--- src/rtl/seq_shifter_if.sv ---
// Command/result handshake bundle for seq_shifter.
// Carries the carry output only when SEQ_SHIFTER_CARRY_EN is defined.
interface seq_shifter_if #(
    parameter int W   = 16,
    parameter int SHW = 5
);
    logic           in_valid;
    logic           in_ready;
    logic [W-1:0]   din;
    logic [1:0]     mode;
    logic [SHW-1:0] shamt;
    logic           out_valid;
    logic           out_ready;
    logic [W-1:0]   dout;
`ifdef SEQ_SHIFTER_CARRY_EN
    logic           carry;
`endif

    modport master (
        output in_valid, din, mode, shamt, out_ready,
`ifdef SEQ_SHIFTER_CARRY_EN
        input  carry,
`endif
        input  in_ready, out_valid, dout
    );

    modport slave (
        input  in_valid, din, mode, shamt, out_ready,
`ifdef SEQ_SHIFTER_CARRY_EN
        output carry,
`endif
        output in_ready, out_valid, dout
    );
endinterface

--- src/rtl/seq_shifter.sv ---
// Multi-cycle LSL/LSR/ASR/ROR shifter, up to STEP positions per clock, valid/ready on both sides.
// Optional macro SEQ_SHIFTER_CARRY_EN adds a carry output holding the last bit shifted out.
module seq_shifter #(
    parameter int W    = 16,
    parameter int SHW  = 5,
    parameter int STEP = 1
) (
    input  logic          clk,
    input  logic          reset,
    seq_shifter_if.slave  bus
);
    localparam logic [1:0] MODE_LSL = 2'b00;
    localparam logic [1:0] MODE_LSR = 2'b01;
    localparam logic [1:0] MODE_ASR = 2'b10;
    localparam logic [1:0] MODE_ROR = 2'b11;

    typedef enum logic [1:0] {IDLE, SHIFT, DONE} state_t;

    state_t         state_reg, state_next;
    logic [W-1:0]   result_reg;
    logic [1:0]     mode_reg;
    logic [SHW-1:0] rem_reg, rem_next;
    logic [W-1:0]   shifted;
    logic [31:0]    rem_ext;
    logic [31:0]    k;

    function automatic logic [W-1:0] shift_one(input logic [W-1:0] x, input logic [1:0] m);
        case (m)
            MODE_LSL: shift_one = {x[W-2:0], 1'b0};
            MODE_LSR: shift_one = {1'b0, x[W-1:1]};
            MODE_ASR: shift_one = {x[W-1], x[W-1:1]};
            default:  shift_one = {x[0], x[W-1:1]};
        endcase
    endfunction

`ifdef SEQ_SHIFTER_CARRY_EN
    logic carry_reg;
    logic shift_carry;

    function automatic logic out_bit(input logic [W-1:0] x, input logic [1:0] m);
        out_bit = (m == MODE_LSL) ? x[W-1] : x[0];
    endfunction
`endif

    assign rem_ext  = 32'(rem_reg);
    assign k        = (rem_ext > STEP) ? STEP : rem_ext;
    assign rem_next = rem_reg - SHW'(k);

    // Chain of single-bit stages; stage i is active only while i < rem.
    always_comb begin
        shifted = result_reg;
`ifdef SEQ_SHIFTER_CARRY_EN
        shift_carry = carry_reg;
`endif
        for (int i = 0; i < STEP; i++) begin
            if (rem_ext > 32'(i)) begin
`ifdef SEQ_SHIFTER_CARRY_EN
                shift_carry = out_bit(shifted, mode_reg);
`endif
                shifted = shift_one(shifted, mode_reg);
            end
        end
    end

    always_comb begin
        state_next = state_reg;
        case (state_reg)
            IDLE:    if (bus.in_valid) state_next = (bus.shamt == '0) ? DONE : SHIFT;
            SHIFT:   if (rem_next == '0) state_next = DONE;
            DONE:    if (bus.out_ready) state_next = IDLE;
            default: state_next = IDLE;
        endcase
    end

    always_ff @(posedge clk or posedge reset) begin
        if (reset) begin
            state_reg  <= IDLE;
            result_reg <= '0;
            mode_reg   <= MODE_LSL;
            rem_reg    <= '0;
`ifdef SEQ_SHIFTER_CARRY_EN
            carry_reg  <= 1'b0;
`endif
        end else begin
            state_reg <= state_next;
            if (state_reg == IDLE && bus.in_valid) begin
                result_reg <= bus.din;
                mode_reg   <= bus.mode;
                rem_reg    <= bus.shamt;
`ifdef SEQ_SHIFTER_CARRY_EN
                carry_reg  <= 1'b0;
`endif
            end else if (state_reg == SHIFT) begin
                result_reg <= shifted;
                rem_reg    <= rem_next;
`ifdef SEQ_SHIFTER_CARRY_EN
                carry_reg  <= shift_carry;
`endif
            end
        end
    end

    assign bus.in_ready  = (state_reg == IDLE);
    assign bus.out_valid = (state_reg == DONE);
    assign bus.dout      = result_reg;
`ifdef SEQ_SHIFTER_CARRY_EN
    assign bus.carry     = carry_reg;
`endif

    // MODE_LSR/ASR/ROR named for readability in shift_one; ROR falls in the default arm.
    logic unused_modes;
    assign unused_modes = ^{MODE_LSR, MODE_ASR, MODE_ROR};
endmodule

--- src/flat_wrapper.sv ---
// flat-port wrapper written by rule: the top's interface ports become plain ports
module seq_shifter_flat 
#(
    parameter int W    = 16,
    parameter int SHW  = 5,
    parameter int STEP = 1
)
  (clk, reset, bus_in_valid, bus_din, bus_mode, bus_shamt, bus_out_ready, bus_in_ready, bus_out_valid, bus_dout);
  seq_shifter_if #(.W(W), .SHW(SHW)) bus_i ();
  input  logic clk;
  input  logic reset;
  input wire logic [$bits(bus_i.in_valid)-1:0] bus_in_valid;
  input wire logic [$bits(bus_i.din)-1:0] bus_din;
  input wire logic [$bits(bus_i.mode)-1:0] bus_mode;
  input wire logic [$bits(bus_i.shamt)-1:0] bus_shamt;
  input wire logic [$bits(bus_i.out_ready)-1:0] bus_out_ready;
  output wire logic [$bits(bus_i.in_ready)-1:0] bus_in_ready;
  output wire logic [$bits(bus_i.out_valid)-1:0] bus_out_valid;
  output wire logic [$bits(bus_i.dout)-1:0] bus_dout;
  assign bus_i.in_valid = bus_in_valid;
  assign bus_i.din = bus_din;
  assign bus_i.mode = bus_mode;
  assign bus_i.shamt = bus_shamt;
  assign bus_i.out_ready = bus_out_ready;
  assign bus_in_ready = bus_i.in_ready;
  assign bus_out_valid = bus_i.out_valid;
  assign bus_dout = bus_i.dout;
  seq_shifter #(.W(W), .SHW(SHW), .STEP(STEP)) u_core (.clk(clk), .reset(reset), .bus(bus_i));
endmodule
--- config.mk ---
export PLATFORM = sky130hd
export DESIGN_NAME = seq_shifter_flat
export DESIGN_NICKNAME = d
export VERILOG_FILES = /design/src/rtl/seq_shifter_if.sv /design/src/rtl/seq_shifter.sv /design/src/flat_wrapper.sv
export SDC_FILE = /design/constraint.sdc
export NUM_CORES = 1
export LEC_CHECK = 0
export ABC_CLOCK_PERIOD_IN_PS = 2200
export CAP_MARGIN = 20
export CORE_MARGIN = 3
export CORE_UTILIZATION = 50
export CTS_BUF_LIST = sky130_fd_sc_hd__clkbuf_4
export CTS_CLUSTER_DIAMETER = 200
export DETAILED_ROUTE_END_ITERATION = 6
export PLACE_DENSITY_LB_ADDON = 0.3
export SYNTH_ARGS = -nofsm -noshare
export SYNTH_HDL_FRONTEND = slang
export SYNTH_SLANG_ARGS = --single-unit
--- constraint.sdc ---
create_clock -name clk -period 2.2 [get_ports clk]
set_input_delay 0.55 -clock clk [delete_from_list [all_inputs] [get_ports clk]]
set_output_delay 0.55 -clock clk [all_outputs]
set_load 0.1 [all_outputs]
==> results of run 1 <==
-- worst reg2reg max path, cell delays in order (launching register included) --
cell                       delay (ns)
sky130_fd_sc_hd__dfrtp_1         0.55
sky130_fd_sc_hd__nor4_4          0.10
sky130_fd_sc_hd__or2_2           0.30
sky130_fd_sc_hd__ha_1            0.24
sky130_fd_sc_hd__nor4_1          0.27
sky130_fd_sc_hd__o21ai_0         0.13
sky130_fd_sc_hd__a221oi_1        0.26
-- through the flow --
step           hold slack, ns  cells  worst slack (ns)
6_report                0.547    262             0.218
5_1_grt                 0.581    262            0.0434
2_1_floorplan           0.508    177             0.248
4_1_cts                 0.566    262             0.206
3_3_place_gp            0.500    258             0.122
3_5_place_dp            0.530    258            0.0637
-- cells by family after synthesis --
family	synth area share
DFF	0.370
adders and majority gates	0.00740
muxes	0.00592
AOI/OAI and AO/OA	0.280
buffers and inverters	0.0896
and+or+nand+nor	0.247
-- cells in the final DEF, fill, tap and decap left out, types with 2 or more instances in the layout --
| cell | instances |
|---|---|
| sky130_fd_sc_hd__nand2_2 | 5 |
| sky130_fd_sc_hd__nand3b_1 | 2 |
| sky130_fd_sc_hd__a211oi_1 | 15 |
| sky130_fd_sc_hd__clkdlybuf4s50_1 | 26 |
| sky130_fd_sc_hd__a21oi_1 | 4 |
| sky130_fd_sc_hd__a32oi_1 | 2 |
| sky130_fd_sc_hd__o31ai_2 | 13 |
| sky130_fd_sc_hd__o21a_1 | 3 |
| sky130_fd_sc_hd__nor4_1 | 3 |
| sky130_fd_sc_hd__nand2_1 | 17 |
| sky130_fd_sc_hd__nor3_1 | 3 |
| sky130_fd_sc_hd__o21ai_0 | 8 |
| sky130_fd_sc_hd__buf_4 | 22 |
| sky130_fd_sc_hd__dfrtp_1 | 25 |
| sky130_fd_sc_hd__nor2_1 | 16 |
| sky130_fd_sc_hd__nor2b_1 | 15 |
| sky130_fd_sc_hd__clkbuf_4 | 3 |
| sky130_fd_sc_hd__buf_12 | 3 |
| sky130_fd_sc_hd__o22ai_1 | 2 |
| sky130_fd_sc_hd__nand2b_1 | 3 |
| sky130_fd_sc_hd__inv_1 | 6 |
-- final cells by class --
class	instances	area [um2]
multi-input combinational	132	918
timing repair buffer	51	485
fill	262	991
clock buffer	3	22.5
tap	44	55.1
clock inverter	1	7.51
inverter	6	22.5
sequential	25	626
-- metal layers --
| layer | wire length, um | GRT usage | vias up |
|---|---|---|---|
| li1 | - | - | 721 |
| met1 | 1580 | 0.252 | 714 |
| met2 | 1990 | 0.354 | 53 |
| met3 | 262 | 0.0387 | 10 |
| met4 | 52 | 0.0660 | 0 |
| met5 | 0 | 0 | - |
-- final timing paths --
check | startpoint | end | slack (ns) | cells past startpoint
max in group asynchronous | reset | u_core.state_reg[1] | 1.40 | 3
max | u_core.state_reg[0] | bus_in_ready | 0.22 | 2
min in group clk | u_core.bus.dout[14] | u_core.bus.dout[14] | 0.56 | 2
min | reset | u_core.mode_reg[1] | 0.55 | 3
max reg2reg | u_core.rem_reg[2] | u_core.rem_reg[4] | 0.26 | 6
min reg2reg | u_core.bus.dout[14] | u_core.bus.dout[14] | 0.56 | 2
==> flow_metrics.tcl, run 1 <==
set metrics [dict create \
    run_status "finished, final reports clean" \
    cts_resized 0 \
    period_needed_ns 1.98 \
    syn_nets 205 \
    tightest_pin_transition_ns 0.548 \
    numCtsBuffers 3 \
    final_stage_net_count 247 \
    timing.setup.critical_path_class "register to primary output" \
    insertedDiodeCount 0 \
    postRouteWirelength_mm 3.89 \
    critPathLaunchType "register" \
    grt_pass1_wl_mm 6.75 \
    grt_pass1_vias 1487 \
    grt_max_degree 30 \
    worst-path-buf-inv 1 \
    ios 45 \
    htreeDepth 1 \
    critPathMaxFanout 12 \
    postRouteAntennaNets 0 \
    post-route-period-util 0.901 \
    num_vias 1498 \
    synthDominantCellAreaShare 0.370 \
    start_util 0.540 \
    synth_async_reset_ratio 1.00 \
    cell_area_after_layout_mm2 0.00214 \
    first_pass_iters 4 \
    yosysWarnings 0 \
    worstHoldPathType "input pin to async pin" \
    syn-cell-area_mm2 0.00169 \
    floorplan.die.width_um 64.1 \
    clk_transition_reported_paths_ns 0.15 \
    crit_chain "nor2_4 > buf_12" \
    number_of_antenna_violations_at_the_first_check_in_global_routing 0 \
    slew_headroom 0.634 \
    grt_setup_unrepaired "no" \
    syn_inst 177 \
    worstPathArrival_ns 1.43 \
    synthToLayoutAreaGrowth_pct 26.4 \
    synth_edf_count 0 \
    number_of_flip_flops_in_the_largest_register 16 \
    critical_path.endpoint_type "primary output" \
    ys_ff_latch 25 \
    cap_violations 0 \
    final-setup-viol-count 0 \
    detail_route.iter0.violations 107 \
    finish.utilization 0.683 \
    maxClockFrequency_mhz 505 \
    fp.dieH_um 64.1 \
    synth.top_cells.by_area "sky130_fd_sc_hd__dfrtp_1, sky130_fd_sc_hd__o31ai_2, sky130_fd_sc_hd__a211oi_1" \
    final.setup.tns_ns 0 \
    clock-root-buffer "sky130_fd_sc_hd__clkbuf_4" \
    dp.final_hpwl_mm 2.84 \
    num_rows 20 \
    crit_slowest_cell "sky130_fd_sc_hd__dfrtp_1" \
    numPortBuffers 44 \
    total_overflow_reported_by_the_global_router 0 \
    required_ns 1.65 \
    cts_buffer_depth 2 \
    globalplace.congestion 0.951 \
    final_layout_size_suffix_gt1_frac 0.261 \
    postCtsSetupBuffers 0 \
    hold_violations 0 \
    holdBufCountCts 0 \
    yosysUniqueCellTypes 41 \
    yosysSeqAreaShare 0.370 \
    timing_max_transition_violations_final 0 \
    crit_path_max_incr_delay_ns 0.61 \
    clock-sinks 25 \
    detailed_place.area_mm2 0.00211 \
    cts_tree "yes" \
    post_synth_top_cells "sky130_fd_sc_hd__dfrtp_1, sky130_fd_sc_hd__nand2_1, sky130_fd_sc_hd__nor2_1" \
    drc 0 \
    worst_path_dominant_cell_family "flip-flops" \
    clock_latency_ns 0.33 \
    number_of_vias_per_cell 5.72 \
    avgRoutedWirePerCell_um 14.9 \
    post-synth-top-count-cell "sky130_fd_sc_hd__dfrtp_1" \
    avg_inst_size_synth_um2 9.55 \
    floorplan.core_area_mm2 0.00313 \
    groute.usage.overall 0.203 \
    dieArea_mm2 0.00411 \
    final.setup_skew_ns 0.00837 \
    synthFlopType "sky130_fd_sc_hd__dfrtp_1" \
    cell_type_with_the_largest_total_area_after_synthesis "sky130_fd_sc_hd__dfrtp_1" \
]
Power of run 1 is left out: the tool's default activity adds up to more than one toggle a clock period on the data nets, which glitch-free logic cannot reach.
==> run 2, diff against run 1 <==
--- a/config.mk
+++ b/config.mk
@@ -12,7 +12,7 @@
 export CTS_BUF_LIST = sky130_fd_sc_hd__clkbuf_4
 export CTS_CLUSTER_DIAMETER = 200
 export DETAILED_ROUTE_END_ITERATION = 6
-export PLACE_DENSITY_LB_ADDON = 0.3
+export PLACE_DENSITY = 0.91
 export SYNTH_ARGS = -nofsm -noshare
 export SYNTH_HDL_FRONTEND = slang
 export SYNTH_SLANG_ARGS = --single-unit
==> run 2 against run 1 <==
Against the previous run:
- via count down 3.8%
- register-to-register slack improved by 0.02 ns
- critical path depth unchanged
- non-clock buffer count stayed put
- worst hold slack improved by 0.0043 ns
- wire length is 5.5% lower
- clock-buffer cell count is the same
- largest cell class unchanged
- highest routed layer unchanged
==> flow_metrics.tcl, run 2 (synthesized netlist as in run 1, its figures left out) <==
set metrics [dict create \
    run_status "finished, final reports clean" \
    insertedDiodeCount 0 \
    critical_path.endpoint_type "primary output" \
    final_layout_size_suffix_gt1_frac 0.261 \
    start_util 0.540 \
    clock-root-buffer "sky130_fd_sc_hd__clkbuf_4" \
    cts_buffer_depth 2 \
    globalplace.congestion 0.847 \
    final.setup_skew_ns 0.00655 \
    clk_transition_reported_paths_ns 0.13 \
    critPathLaunchType "register" \
    grt_setup_unrepaired "no" \
    detail_route.iter0.violations 93 \
    post-route-period-util 0.887 \
    critPathMaxFanout 11 \
    ios 45 \
    grt_max_degree 30 \
    worst_path_dominant_cell_family "flip-flops" \
    period_needed_ns 1.95 \
    numPortBuffers 44 \
    worstPathArrival_ns 1.40 \
    synthToLayoutAreaGrowth_pct 26.5 \
    crit_path_max_incr_delay_ns 0.63 \
    htreeDepth 1 \
    floorplan.core_area_mm2 0.00313 \
    grt_pass1_vias 1337 \
    worst-path-buf-inv 1 \
    first_pass_iters 4 \
    clock_latency_ns 0.31 \
    num_vias 1441 \
    number_of_antenna_violations_at_the_first_check_in_global_routing 0 \
    postRouteWirelength_mm 3.68 \
    cts_tree "yes" \
    postRouteAntennaNets 0 \
    slew_headroom 0.714 \
    clock-sinks 25 \
    tightest_pin_transition_ns 0.429 \
    groute.usage.overall 0.189 \
    grt_pass1_wl_mm 6.32 \
    final_stage_net_count 247 \
    crit_slowest_cell "sky130_fd_sc_hd__dfrtp_1" \
    required_ns 1.65 \
    number_of_vias_per_cell 5.50 \
    maxClockFrequency_mhz 513 \
    hold_violations 0 \
    dp.final_hpwl_mm 2.73 \
    avgRoutedWirePerCell_um 14.0 \
    num_rows 20 \
    cap_violations 0 \
    numCtsBuffers 3 \
    fp.dieH_um 64.1 \
    worstHoldPathType "register to register" \
    timing.setup.critical_path_class "register to primary output" \
    number_of_flip_flops_in_the_largest_register 16 \
    crit_chain "nor2b_2 > buf_12" \
    final.setup.tns_ns 0 \
    layout.cells.most_common "sky130_fd_sc_hd__clkdlybuf4s50_1" \
    floorplan.die.width_um 64.1 \
    total_overflow_reported_by_the_global_router 0 \
    timing_max_transition_violations_final 0 \
    final-setup-viol-count 0 \
    dieArea_mm2 0.00411 \
    drc 0 \
    mostFrequentLayoutCells "sky130_fd_sc_hd__clkdlybuf4s50_1, sky130_fd_sc_hd__dfrtp_1, sky130_fd_sc_hd__buf_4" \
]
## run 2: changes by cell type in the layout (fill, tap and decap cells not counted), sizes merged
cell	change
clkinv	+1
clkinvlp	-1
## run 2: layout make-up
cell class                      count  area [um2]
Fill cell                         261         990
Multi-Input combinational cell    132         922
Sequential cell                    25         626
Timing Repair Buffer               51         485
Tap cell                           44        55.1
Clock buffer                        3        22.5
Inverter                            6        22.5
Clock inverter                      1        5.00
## run 2: final timing paths
| path | start | end | slack (ns) | depth (start not counted) |
|---|---|---|---|---|
| max | u_core.state_reg[1] | bus_out_valid | 0.25 | 2 |
| min | u_core.bus.dout[15] | u_core.bus.dout[15] | 0.55 | 1 |
| max reg2reg | u_core.rem_reg[1] | u_core.state_reg[1] | 0.28 | 7 |
| min reg2reg | u_core.bus.dout[15] | u_core.bus.dout[15] | 0.55 | 1 |
| max in group asynchronous | reset | u_core.bus.dout[14] | 1.40 | 3 |
| min in group asynchronous | reset | u_core.bus.dout[8] | 0.56 | 3 |
## run 2: metal layers
metal | global-route usage | up-vias | part of all wire
met5 | 0 | - | 0
met4 | 0.0528 | 0 | 0.0079
met3 | 0.0211 | 2 | 0.048
met2 | 0.293 | 39 | 0.47
met1 | 0.279 | 680 | 0.48
li1 | - | 720 | -
## run 2: worst reg2reg max path: stages, from the launching register on
cell and delay [ns]:
sky130_fd_sc_hd__dfrtp_1 0.51, sky130_fd_sc_hd__nor4_4 0.36, sky130_fd_sc_hd__or2_2 0.18, sky130_fd_sc_hd__ha_1 0.23, sky130_fd_sc_hd__nand3b_1 0.13, sky130_fd_sc_hd__a21oi_1 0.08, sky130_fd_sc_hd__o21ai_0 0.22, sky130_fd_sc_hd__o22ai_1 0.10
## run 2: what timing repair did
action	CTS	global route
setup buffers	0	0
gates resized for setup	0	1
hold buffers	0	0
setup endpoints to repair	0	1
## run 2: per-stage QoR
stage | area, um2 | utilization | setup slack [ns] | instances | hold slack, ns
floorplan | 1690 | - | 0.248 | 177 | 0.508
global placement | 2100 | 0.673 | 0.180 | 258 | 0.519
detailed placement | 2100 | 0.673 | 0.120 | 258 | 0.528
CTS | 2130 | 0.682 | 0.245 | 262 | 0.562
global route | 2140 | 0.684 | 0.136 | 262 | 0.576
finish | 2140 | 0.684 | 0.249 | 262 | 0.552
Power of run 2 is left out for the same reason.
==> run 3, diff against run 2 <==
--- a/config.mk
+++ b/config.mk
@@ -7,8 +7,10 @@
 export LEC_CHECK = 0
 export ABC_CLOCK_PERIOD_IN_PS = 2200
 export CAP_MARGIN = 20
+export CELL_PAD_IN_SITES_DETAIL_PLACEMENT = 2
+export CELL_PAD_IN_SITES_GLOBAL_PLACEMENT = 2
 export CORE_MARGIN = 3
-export CORE_UTILIZATION = 50
+export CORE_UTILIZATION = 30
 export CTS_BUF_LIST = sky130_fd_sc_hd__clkbuf_4
 export CTS_CLUSTER_DIAMETER = 200
 export DETAILED_ROUTE_END_ITERATION = 6
==> run 3 against run 2 <==
Against the previous run:
- sequential share of layout area decreased by 0.26 points
- register-to-register slack got worse by 0.07 ns
- clock-buffer cell count unchanged
- die area grew 60%
- non-clock buffer count down 1
- fmax decreased by 4.1%
- final cell count is 9.5% higher
- via count is 2.5% higher
- utilization fell by 27 points
- critical path depth unchanged
- critical path type unchanged
==> flow_metrics.tcl, run 3 (synthesized netlist as in run 1, its figures left out) <==
set metrics [dict create \
    htreeDepth 1 \
    postRouteAntennaNets 0 \
    mostFrequentLayoutCells "sky130_fd_sc_hd__clkdlybuf4s50_1, sky130_fd_sc_hd__dfrtp_1, sky130_fd_sc_hd__buf_4" \
    tightest_pin_transition_ns 0.559 \
    num_rows 26 \
    final_stage_net_count 246 \
    multiInputGateArea_um2 916 \
    total_overflow_reported_by_the_global_router 0 \
    finish.utilization 0.410 \
    timing_max_transition_violations_final 0 \
    period_needed_ns 2.03 \
    maxClockFrequency_mhz 492 \
    crit_path_max_incr_delay_ns 0.61 \
    start_util 0.321 \
    groute.usage.overall 0.163 \
    final-setup-viol-count 0 \
    clock-sinks 25 \
    hold_violations 0 \
    dieArea_mm2 0.00657 \
    post-route-period-util 0.924 \
    ios 45 \
    fillers 599 \
    dpl.cell_count 283 \
    critPathLaunchType "register" \
    worstPathArrival_ns 1.48 \
    number_of_antenna_violations_at_the_first_check_in_global_routing 0 \
    postCtsSetupBuffers 0 \
    fp.dieH_um 81.1 \
    floorplan.die.width_um 81.1 \
    numPortBuffers 44 \
    cell_area_after_layout_mm2 0.00216 \
    stdcell_count 287 \
    critPathMaxFanout 12 \
    grt_max_degree 30 \
    clock_latency_ns 0.34 \
    postRouteWirelength_mm 5.05 \
    grt_pass1_vias 1609 \
    insertedDiodeCount 0 \
    regArea_um2 627 \
    slew_headroom 0.628 \
    dp.final_hpwl_mm 3.74 \
    required_ns 1.65 \
    worstHoldPathType "input pin to async pin" \
    first_pass_iters 4 \
    number_of_flip_flops_in_the_largest_register 16 \
    cap_violations 0 \
    worst-path-buf-inv 1 \
    clk_transition_reported_paths_ns 0.17 \
    crit_slowest_cell "sky130_fd_sc_hd__dfrtp_1" \
    run_status "finished, final reports clean" \
    cts_tree "yes" \
    crit_chain "nor2_4 > buf_12" \
    final.setup.tns_ns 0 \
    number_of_vias_per_cell 5.15 \
    detailed_place.area_mm2 0.00213 \
    numCtsBuffers 3 \
    final_layout_size_suffix_gt1_frac 0.258 \
    worst_path_dominant_cell_family "flip-flops" \
    cts_buffer_depth 2 \
    floorplan.core_area_mm2 0.00527 \
    grt_setup_unrepaired "no" \
    final.setup_skew_ns 0.00985 \
    clock-root-buffer "sky130_fd_sc_hd__clkbuf_4" \
    num_vias 1477 \
    timing.setup.critical_path_class "register to primary output" \
    grt_pass1_wl_mm 8.22 \
    synthToLayoutAreaGrowth_pct 27.9 \
    layout.cells.most_common "sky130_fd_sc_hd__clkdlybuf4s50_1" \
    critical_path.endpoint_type "primary output" \
    detail_route.iter0.violations 76 \
    avgRoutedWirePerCell_um 17.6 \
    drc 0 \
    globalplace.congestion 0.820 \
]
[run 3: layout make-up]
cell class | count | area share
flip-flops and latches | 25 | 0.290
inverters | 6 | 0.0104
repair buffers | 50 | 0.221
clock inverters | 1 | 0.00405
well taps | 70 | 0.0405
multi-input cells | 132 | 0.424
clock buffers | 3 | 0.0104
[run 3: path summary, 6_finish.rpt]
check | from | to | slack (ns) | cells after the start
worst max-delay path | u_core.state_reg[0] | bus_in_ready | 0.17 | 2
worst min-delay path | reset | u_core.mode_reg[0] | 0.54 | 3
worst max register to register | u_core.rem_reg[1] | u_core.rem_reg[4] | 0.21 | 6
worst min register to register | u_core.bus.dout[8] | u_core.bus.dout[8] | 0.57 | 2
max in group asynchronous | reset | u_core.rem_reg[2] | 1.38 | 3
min in group clk | u_core.bus.dout[8] | u_core.bus.dout[8] | 0.57 | 2
[run 3: worst reg2reg max path, cell delays in order, from the launching register on]
cell and delay, ns:
sky130_fd_sc_hd__dfrtp_1 0.56, sky130_fd_sc_hd__nor4_4 0.10, sky130_fd_sc_hd__or2_2 0.30, sky130_fd_sc_hd__ha_1 0.25, sky130_fd_sc_hd__nor4_1 0.33, sky130_fd_sc_hd__o21ai_0 0.13, sky130_fd_sc_hd__a221oi_1 0.24
[run 3: through the flow]
step                hold slack (ns)  setup WS (ns)
finish                        0.538          0.167
global route                  0.567         0.0121
CTS                           0.545          0.146
detailed placement            0.539         0.0532
global placement              0.532          0.141
floorplan                     0.508          0.248
[run 3: routing by layer]
layer  global-route usage  vias up  share of wire
met5                    0        -              0
met4               0.0338        0         0.0032
met3               0.0211        2          0.036
met2                0.292       28           0.52
met1                0.208      735           0.44
li1                     -      712              -
[run 3: repair_timing]
| item | in CTS | in global routing |
|---|---|---|
| hold buffers | 0 | 0 |
| resized for setup | 0 | 1 |
| setup endpoints to repair | 0 | 1 |
Power of run 3 is left out for the same reason.
==> patch (config.mk and constraints of run 1) <==
`SHW` is set to 5 in 3 places; all go to 10.
--- a/src/rtl/seq_shifter_if.sv
+++ b/src/rtl/seq_shifter_if.sv
@@ -2,7 +2,7 @@
 // Carries the carry output only when SEQ_SHIFTER_CARRY_EN is defined.
 interface seq_shifter_if #(
     parameter int W   = 16,
-    parameter int SHW = 5
+    parameter int SHW = 10
 );
     logic           in_valid;
     logic           in_ready;
--- a/src/rtl/seq_shifter.sv
+++ b/src/rtl/seq_shifter.sv
@@ -2,7 +2,7 @@
 // Optional macro SEQ_SHIFTER_CARRY_EN adds a carry output holding the last bit shifted out.
 module seq_shifter #(
     parameter int W    = 16,
-    parameter int SHW  = 5,
+    parameter int SHW  = 10,
     parameter int STEP = 1
 ) (
     input  logic          clk,
--- a/src/flat_wrapper.sv
+++ b/src/flat_wrapper.sv
@@ -2,7 +2,7 @@
 module seq_shifter_flat 
 #(
     parameter int W    = 16,
-    parameter int SHW  = 5,
+    parameter int SHW  = 10,
     parameter int STEP = 1
 )
   (clk, reset, bus_in_valid, bus_din, bus_mode, bus_shamt, bus_out_ready, bus_in_ready, bus_out_valid, bus_dout);
Interface: changed (resized bus_shamt); port bits go from 45 to 50. The function was not compared with the original's and may differ.
==> patch against run 1 <==
  * Global-route usage is 4.4 points higher
  * Critical path type is now reg2reg
  * Synthesized cell count increased by 12%
  * Synthesized area increased by 9.8%
  * Final area grew 28%
  * Worst setup slack worse by 410 ps
  * Sequential cell count increased by 5
  * Fmax down 17%
  * Wire length grew 36%
  * Utilization up 11 points
  * The run now ends with negative setup slack left
  * Hold slack better by 11 ps
  * Via count increased by 27%
==> patch: results (changes against run 1) <==
| Metric | Value |
|---|---|
| Placed cell count | 314 (was 258) |
| R2R cell count | 8 (was 6) |
| Largest cells by area after synthesis | dfrtp_1 (40%), mux2_2 (8.5%), mux2i_1 (7.5%), nand2_1 (5.9%), o21ai_0 (5.4%) (was dfrtp_1 (37%), o31ai_2 (9.6%), a211oi_1 (6.7%), nor2b_1 (5.9%), nand2_1 (3.8%)) |
| Layout cell share with drive strength beyond 1 | 0.3237 (was 0.2615) |
| Status | finished, violations left (was finished clean) |
| Worst path slowest cell | or4b_4 (was dfrtp_1) |
| FF-to-FF Start | u_core.rem_reg[7] (was u_core.rem_reg[2]) |
| R2R Path End | u_core.state_reg[0] (was u_core.rem_reg[4]) |
| Failing checks | negative setup slack |
| GR Util met3 | 0.05059 (was 0.03866) |
| Slew margin rel. | 0.6184 (was 0.6344) |
| Drt wl/cell | 16.36 um (was 14.86 um) |
| Register clock-pin slew on the reported worst setup and hold paths | 90 ps (was 150 ps) |
| Setup violators final | 2 (was 0) |
| Placement Cell Area | 2631 sq um (was 2107 sq um) |
| Metal2 WL | 2.604 mm (was 1.994 mm) |
| Most frequent cells after synthesis | dfrtp_1 (30), nand2_1 (29), o21ai_0 (20), mux2_2 (14), mux2i_1 (14) (was dfrtp_1 (25), nand2_1 (17), nor2_1 (17), nor2b_1 (16), a211oi_1 (15)) |
| Maximum fanout along the worst path | 3 (was 12) |
| Setup WS pre-CTS | -174.2 ps (was 63.71 ps) |
| First-pass GRT wire length | 8.362 mm (was 6.748 mm) |
| H-tree levels | 2 (was 1) |
| Detail Placement HPWL | 3.872 mm (was 2.845 mm) |
| M1 GR Usage | 0.3167 (was 0.2517) |
| Setup bufs post-CTS | 1 (was 0) |
| Syn_nets | 232 (was 205) |
| Wire length on met3 | 344 um (was 262 um) |
| Sequential-to-total area share from yosys stat | 0.4043 (was 0.3701) |
| Fillcell total | 237 (was 262) |
| Gpl congestion | 0.9613 (was 0.9509) |
| Setup TNS | -328.4 ps (was 0 ps) |
| Setup WS post-layout | -187.6 ps (was 217.8 ps) |
| Min Hold Slack | 558.2 ps (was 547.5 ps) |
| Adder-cell share of the synthesized area | 0.006739 (was 0.007402) |
| Cell family with most CP delay | simple AND/OR/NAND/NOR gates (was flip-flops) |
## patch: worst max-delay path by stage
stage / endpoint / slack (ps) / start / cells after the start
6_report: u_core.state_reg[0] / -190 / u_core.rem_reg[7] / 8
3_3_place_gp: u_core.state_reg[0] / -110 / u_core.rem_reg[7] / 9
3_5_place_dp: u_core.state_reg[0] / -170 / u_core.rem_reg[7] / 9
4_1_cts: u_core.state_reg[0] / -190 / u_core.rem_reg[5] / 8
2_1_floorplan: u_core.state_reg[0] / -300 / u_core.rem_reg[5] / 8
5_1_grt: u_core.state_reg[0] / -300 / u_core.rem_reg[7] / 8
## patch: layout make-up
cell class | count | area (sq um) | area share
tap | 46 | 57.56 | 0.02099
clock inverter | 2 | 10.01 | 0.003651
clock buffer | 5 | 37.54 | 0.01369
sequential | 30 | 750.7 | 0.2738
timing repair buffer | 86 | 764.5 | 0.2789
inverter | 4 | 15.01 | 0.005477
multi-input combinational | 151 | 1106 | 0.4035
